**src/rtl/alu_arbiter.sv**
```systemverilog
// alu_arbiter: shares one registered ALU between two requesters.
//   Port 0 is the execute stage, port 1 the branch/compare unit.
//   Requests are arbitrated round-robin, one operation is in flight at a time,
//   and each result comes back on the requesting port's response handshake.
// Ports:
//   clk, rst_n                          clock, async active-low reset
//   reqN_valid/ready/a/b/op (N=0,1)     request handshake and payload
//   rspN_valid/ready/data/zero/err      response handshake and payload
//   alu_a, alu_b, alu_op, alu_res       ALU operand/opcode drive and result
module alu_arbiter #(
  parameter int unsigned DATA_W  = 32,
  parameter int unsigned OP_W    = 4,
  parameter int unsigned ALU_LAT = 1
) (
  input  logic              clk,
  input  logic              rst_n,
  input  logic              req0_valid,
  output logic              req0_ready,
  input  logic [DATA_W-1:0] req0_a,
  input  logic [DATA_W-1:0] req0_b,
  input  logic [OP_W-1:0]   req0_op,
  input  logic              req1_valid,
  output logic              req1_ready,
  input  logic [DATA_W-1:0] req1_a,
  input  logic [DATA_W-1:0] req1_b,
  input  logic [OP_W-1:0]   req1_op,
  output logic              rsp0_valid,
  input  logic              rsp0_ready,
  output logic [DATA_W-1:0] rsp0_data,
  output logic              rsp0_zero,
  output logic              rsp0_err,
  output logic              rsp1_valid,
  input  logic              rsp1_ready,
  output logic [DATA_W-1:0] rsp1_data,
  output logic              rsp1_zero,
  output logic              rsp1_err,
  output logic [DATA_W-1:0] alu_a,
  output logic [DATA_W-1:0] alu_b,
  output logic [OP_W-1:0]   alu_op,
  input  logic [DATA_W-1:0] alu_res
);

  localparam int unsigned CNT_W = (ALU_LAT < 2) ? 1 : $clog2(ALU_LAT + 1);
  localparam logic [OP_W-1:0] OP_CMP = OP_W'(4);

  typedef enum logic [1:0] {IDLE, WAIT, RESP} state_t;

  state_t              state_q, state_d;
  logic [CNT_W-1:0]    cnt_q, cnt_d;
  logic                prio_q, prio_d;   // 1: req1 has priority on a tie
  logic                id_q, id_d;       // port being served
  logic [DATA_W-1:0]   a_q, a_d, b_q, b_d;
  logic [OP_W-1:0]     op_q, op_d;
  logic [DATA_W-1:0]   data_q, data_d;
  logic                zero_q, zero_d;
  logic                err_q, err_d;
  logic [1:0]          vld_q, vld_d;
  logic [DATA_W-1:0]   alu_a_q, alu_a_d, alu_b_q, alu_b_d;
  logic [OP_W-1:0]     alu_op_q, alu_op_d;

  logic                gnt_vld_c, gnt_id_c, rsp_hs_c;
  logic [DATA_W-1:0]   sel_a_c, sel_b_c;
  logic [OP_W-1:0]     sel_op_c;

  // Round-robin grant: a lone requester wins, a tie goes to prio_q
  always_comb begin
    gnt_vld_c = req0_valid | req1_valid;
    gnt_id_c  = 1'b0;
    if (req0_valid && req1_valid) begin
      gnt_id_c = prio_q;
    end else if (req1_valid) begin
      gnt_id_c = 1'b1;
    end
    sel_a_c  = gnt_id_c ? req1_a  : req0_a;
    sel_b_c  = gnt_id_c ? req1_b  : req0_b;
    sel_op_c = gnt_id_c ? req1_op : req0_op;
  end

  assign req0_ready = (state_q == IDLE) && gnt_vld_c && !gnt_id_c;
  assign req1_ready = (state_q == IDLE) && gnt_vld_c &&  gnt_id_c;
  assign rsp_hs_c   = (vld_q[0] & rsp0_ready) | (vld_q[1] & rsp1_ready);

  // Next-state and datapath updates
  always_comb begin
    state_d  = state_q;
    cnt_d    = cnt_q;
    prio_d   = prio_q;
    id_d     = id_q;
    a_d      = a_q;
    b_d      = b_q;
    op_d     = op_q;
    data_d   = data_q;
    zero_d   = zero_q;
    err_d    = err_q;
    vld_d    = vld_q;
    alu_a_d  = alu_a_q;
    alu_b_d  = alu_b_q;
    alu_op_d = alu_op_q;
    unique case (state_q)
      IDLE: begin
        if (gnt_vld_c) begin
          id_d = gnt_id_c;
          a_d  = sel_a_c;
          b_d  = sel_b_c;
          op_d = sel_op_c;
          if (sel_op_c > OP_CMP) begin
            // Illegal opcode: answer immediately, ALU drive untouched
            data_d  = '0;
            zero_d  = 1'b0;
            err_d   = 1'b1;
            vld_d   = gnt_id_c ? 2'b10 : 2'b01;
            state_d = RESP;
          end else begin
            alu_a_d  = sel_a_c;
            alu_b_d  = sel_b_c;
            alu_op_d = sel_op_c;
            cnt_d    = CNT_W'(ALU_LAT);
            state_d  = WAIT;
          end
        end
      end
      WAIT: begin
        if (cnt_q == '0) begin
          data_d  = alu_res;
          zero_d  = (op_q == OP_CMP) && (a_q == b_q);
          err_d   = 1'b0;
          vld_d   = id_q ? 2'b10 : 2'b01;
          state_d = RESP;
        end else begin
          cnt_d = cnt_q - CNT_W'(1);
        end
      end
      RESP: begin
        if (rsp_hs_c) begin
          vld_d   = 2'b00;
          prio_d  = ~id_q;
          state_d = IDLE;
        end
      end
      default: state_d = IDLE;
    endcase
  end

  // State register
  always_ff @(posedge clk or negedge rst_n) begin
    if (!rst_n) begin
      state_q  <= IDLE;
      cnt_q    <= '0;
      prio_q   <= 1'b0;
      id_q     <= 1'b0;
      a_q      <= '0;
      b_q      <= '0;
      op_q     <= '0;
      data_q   <= '0;
      zero_q   <= 1'b0;
      err_q    <= 1'b0;
      vld_q    <= 2'b00;
      alu_a_q  <= '0;
      alu_b_q  <= '0;
      alu_op_q <= '0;
    end else begin
      state_q  <= state_d;
      cnt_q    <= cnt_d;
      prio_q   <= prio_d;
      id_q     <= id_d;
      a_q      <= a_d;
      b_q      <= b_d;
      op_q     <= op_d;
      data_q   <= data_d;
      zero_q   <= zero_d;
      err_q    <= err_d;
      vld_q    <= vld_d;
      alu_a_q  <= alu_a_d;
      alu_b_q  <= alu_b_d;
      alu_op_q <= alu_op_d;
    end
  end

  assign rsp0_valid = vld_q[0];
  assign rsp1_valid = vld_q[1];
  assign rsp0_data  = data_q;
  assign rsp1_data  = data_q;
  assign rsp0_zero  = zero_q;
  assign rsp1_zero  = zero_q;
  assign rsp0_err   = err_q;
  assign rsp1_err   = err_q;
  assign alu_a      = alu_a_q;
  assign alu_b      = alu_b_q;
  assign alu_op     = alu_op_q;

endmodule

```
**config.mk**
```make
export PLATFORM = sky130hd
export DESIGN_NAME = alu_arbiter
export DESIGN_NICKNAME = d
export VERILOG_FILES = /design/src/rtl/alu_arbiter.sv
export SDC_FILE = /design/constraint.sdc
export NUM_CORES = 1
export LEC_CHECK = 0
export BUFFER_PORTS_ARGS = -buffer_cell sky130_fd_sc_hd__buf_2
export CORE_MARGIN = 5
export CORE_UTILIZATION = 45
export CTS_CLUSTER_DIAMETER = 60
export DETAILED_ROUTE_END_ITERATION = 7
export MAX_ROUTING_LAYER = met4
export PLACE_DENSITY = 0.84
export SETUP_SLACK_MARGIN = 0.5
export SLEW_MARGIN = 30
export SYNTH_ARGS = -nofsm -noshare
export SYNTH_HDL_FRONTEND = slang
export SYNTH_SLANG_ARGS = --single-unit
export TNS_END_PERCENT = 50
```
**constraint.sdc**
```tcl
create_clock -name clk -period 2.35 [get_ports clk]
set_input_delay 0.3525 -clock clk [delete_from_list [all_inputs] [get_ports clk]]
set_output_delay 0.3525 -clock clk [all_outputs]
set_load 0.01 [all_outputs]
```
==> results_dict.tcl <==
set metrics [dict create \
    io_pins 314 \
    max_cap_viol_count 0 \
    fin_crit_sh_pct 80.4 \
    fin_nets 1254 \
    numCtsBuffers 17 \
    h-tree-depth 4 \
    grt_max_degree 138 \
    antennaDiodeCount 0 \
    synth_top_family_by_area "multiplexers" \
    synthXorXnorAreaFrac_pct 3.49 \
    drt_iter0_markers 378 \
    finalHoldViolCount 0 \
    via_count 6677 \
    finalCriticalPeriod_ns 1.89 \
    die_w_um 144 \
    hold_end "rsp0_data[30]" \
    fmax_mhz 529 \
    ir_drop_mv 0.498 \
    slew_violations 0 \
    port_buffers 313 \
    use_met3_pct 4.13 \
    worstHoldStart "alu_res[30]" \
    track_usage_pct 22.6 \
    grtUsageMet1_pct 28.0 \
    worstPathCellList "inv_2, ha_4, inv_2, o31a_1, o221ai_4, buf_6, clkbuf_16, mux2i_1" \
    worstMarginPinSlew_ns 0.571 \
    ant_nets 0 \
    synth_area_per_cell_um2 10.3 \
    use_met2_pct 37.3 \
    reg2reg_depth 8 \
    cp.required_ns 2.69 \
    synth_cells 782 \
    critPathCaptureType "flop" \
    routed_wl_um 24400 \
    async_flop_share_pct 100 \
    synth_mux_area_share_pct 13.0 \
    worstSetupPathType "reg2reg" \
    clk_pin_slew_ns 0.07 \
    dpl.cell_count 1255 \
    synthFlopType "dfrtp_1" \
    core_um2 17400 \
    yosysMostFrequentCell "dfrtp_1" \
    cp.arrival_ns 2.23 \
    fin_skew_ns 0.0209 \
    path_delay_family "buffers and inverters" \
    routed_via_density 5.08 \
    critPathMaxStageDelay_ns 0.45 \
    rows 48 \
    synth_common_cells "dfrtp_1 (177), nand2_1 (104), mux2i_1 (101)" \
    antenna_found_initial 0 \
    fin_cells 1314 \
    crit_buf_inv 4 \
    wl_per_cell_um 18.6 \
    whs_ns 0.169 \
    grt_pass1_vias 6512 \
    outcome "completed" \
    slew_headroom_pct 61.9 \
    r2r-end "rsp0_data[19]" \
    ys_ff_latch 177 \
    yosys_warnings 0 \
    timing.rr.start "state_q[0]" \
    cts_tree "built" \
    grt_setup_unrepaired "true" \
    yosysTopAreaCellShare_pct 55.2 \
    dp_hpwl_um 17000 \
    cts_buffer_depth 2 \
    synth_adder_area_share_pct 0.623 \
    syn_nets 960 \
    power_mw 6.32 \
    start_kind "flop" \
    syn_area_um2 8030 \
    crit_slowest_cell "dfrtp_2" \
    synth_area_leaders "dfrtp_1 (55%), mux2i_1 (13%), nand2_1 (4.9%)" \
    rrSetupSlack_ns 0.46 \
    grt_pass1_wl_um 35000 \
    post-synth-top-area-cell "dfrtp_1" \
    whs_path_depth 3 \
    critical_path_peak_fanout 8 \
    synth-edff-count 0 \
    leakagePower_nw 6.20 \
    finalSetupViolations 0 \
    syn_to_final_growth_pct 33.2 \
    top_usage_layer "met2" \
    drtPass1Iterations 5 \
    min-delay-path-class "in2reg" \
    crit_top_cell "inv_2" \
    clk_latency_ns 0.43 \
    multi_input_area_um2 3110 \
    gp_congestion 0.863 \
    drive_gt1_share_pct 37.1 \
    n_fill_cell 1429 \
    synth_compound_area_share_pct 10.3 \
    drcViolationCount 0 \
    die_y_um 144 \
    synthSimpleGateAreaFrac_pct 9.79 \
    dieArea_um2 20600 \
    start_util_pct 46.1 \
    regArea_um2 4430 \
    powerDensity_nw_per_um2 591 \
    cts_root_buf "clkbuf_16" \
    final.setup.tns_ns 0 \
    gr-total-overflow 0 \
    synth_cell_type_count 37 \
    ys_seq_area_share_pct 55.2 \
    cts.sinks 177 \
]
## flip-flops by register name, indices dropped and copies added, names as in the netlist, 4 cells and up
register   count
a_q           32
alu_a         32
alu_b         32
alu_op         4
b_q           32
op_q           4
rsp0_data     32
## logic make-up after synthesis
kind of cell             count (synthesis)
AO/OA/AOI/OAI                          154
AND/OR/NAND/NOR                        195
flip-flops                             177
adder cells (fa/ha/maj)                  4
XOR/XNOR                                32
multiplexers                           104
buffers and inverters                  116
## per-layer routing
metal / wire (µm) / share of wire (%)
met5: 0 / 0
met2: 12500 / 51
met3: 1740 / 7.1
met4: 492 / 2.0
met1: 9670 / 40
## cell type report
class / count / area share (%)
sequential: 177 / 41.4
multi-input combinational: 490 / 29.1
timing repair buffer: 353 / 20.0
clock buffer: 17 / 3.98
tap: 225 / 2.63
clock inverter: 15 / 1.58
inverter: 37 / 1.30
## worst max-delay path by stage
stage	start	to	slack, ns	cells past startpoint
CTS	prio_q	req1_ready	0.48	5
floorplan	state_q[0]	req0_ready	0.53	6
global route	state_q[0]	rsp0_data[0]	0.40	8
finish	state_q[0]	rsp0_data[19]	0.46	8
global placement	req0_valid	a_q[2]	0.36	6
detailed placement	req0_valid	rsp0_data[26]	0.27	7
## cell usage in the layout, fill, tap and decap left out, types with 2 or more instances in the layout
| cell | synthesis | layout |
|---|---|---|
| a21oi_1 | 69 | 69 |
| buf_12 | 0 | 9 |
| buf_16 | 0 | 3 |
| buf_2 | 23 | 311 |
| buf_4 | 34 | 19 |
| buf_6 | 3 | 6 |
| clkbuf_16 | 0 | 21 |
| clkinv_2 | 0 | 2 |
| clkinv_8 | 0 | 2 |
| dfrtp_1 | 177 | 176 |
| ha_1 | 4 | 2 |
| ha_4 | 0 | 2 |
| inv_1 | 37 | 34 |
| inv_2 | 0 | 3 |
| inv_6 | 0 | 4 |
| inv_8 | 0 | 4 |
| mux2_4 | 0 | 2 |
| mux2i_1 | 101 | 100 |
| nand2_1 | 104 | 102 |
| nand3_1 | 2 | 2 |
| nand4_1 | 2 | 2 |
| nor2_1 | 69 | 68 |
| nor3_1 | 3 | 2 |
| nor4_1 | 8 | 8 |
| o21a_1 | 2 | 2 |
| o21ai_0 | 73 | 72 |
| xor2_1 | 32 | 32 |
## worst register-to-register path: stages, from the launching register on
cell       delay (ns)
dfrtp_2          0.45
inv_2            0.10
ha_4             0.17
inv_2            0.07
o31a_1           0.34
o221ai_4         0.14
buf_6            0.18
clkbuf_16        0.17
mux2i_1          0.20
## what timing repair did
action | in CTS | in global routing
hold endpoints to repair | 55 | 0
setup buffers | 8 | 10
endpoints found under the setup margin | 100 | 92
resized for setup | 17 | 12
hold buffers | 1 | 0
gates cloned | 3 | 5
pin swaps | 4 | 6
## power by group
| group | leakage, nW | internal, mW | total, mW | switching (mW) |
|---|---|---|---|---|
| logic | 3.62 | 0.191 | 0.419 | 0.229 |
| registers | 2.29 | 3.04 | 3.05 | 0.000887 |
| clock network | 0.292 | 1.52 | 2.86 | 1.34 |
| total | 6.20 | 4.75 | 6.32 | 1.57 |
## per-stage QoR
step / utilization [%] / setup slack (ns) / area [µm²]
after floorplan: - / 0.528 / 8030
after global placement: 55.3 / 0.363 / 9630
after detailed placement: 55.3 / 0.271 / 9630
after CTS: 59.9 / 0.478 / 10400
after global routing: 61.4 / 0.397 / 10700
final: 61.4 / 0.461 / 10700
No activity file was read; power rests on OpenSTA's default activity.
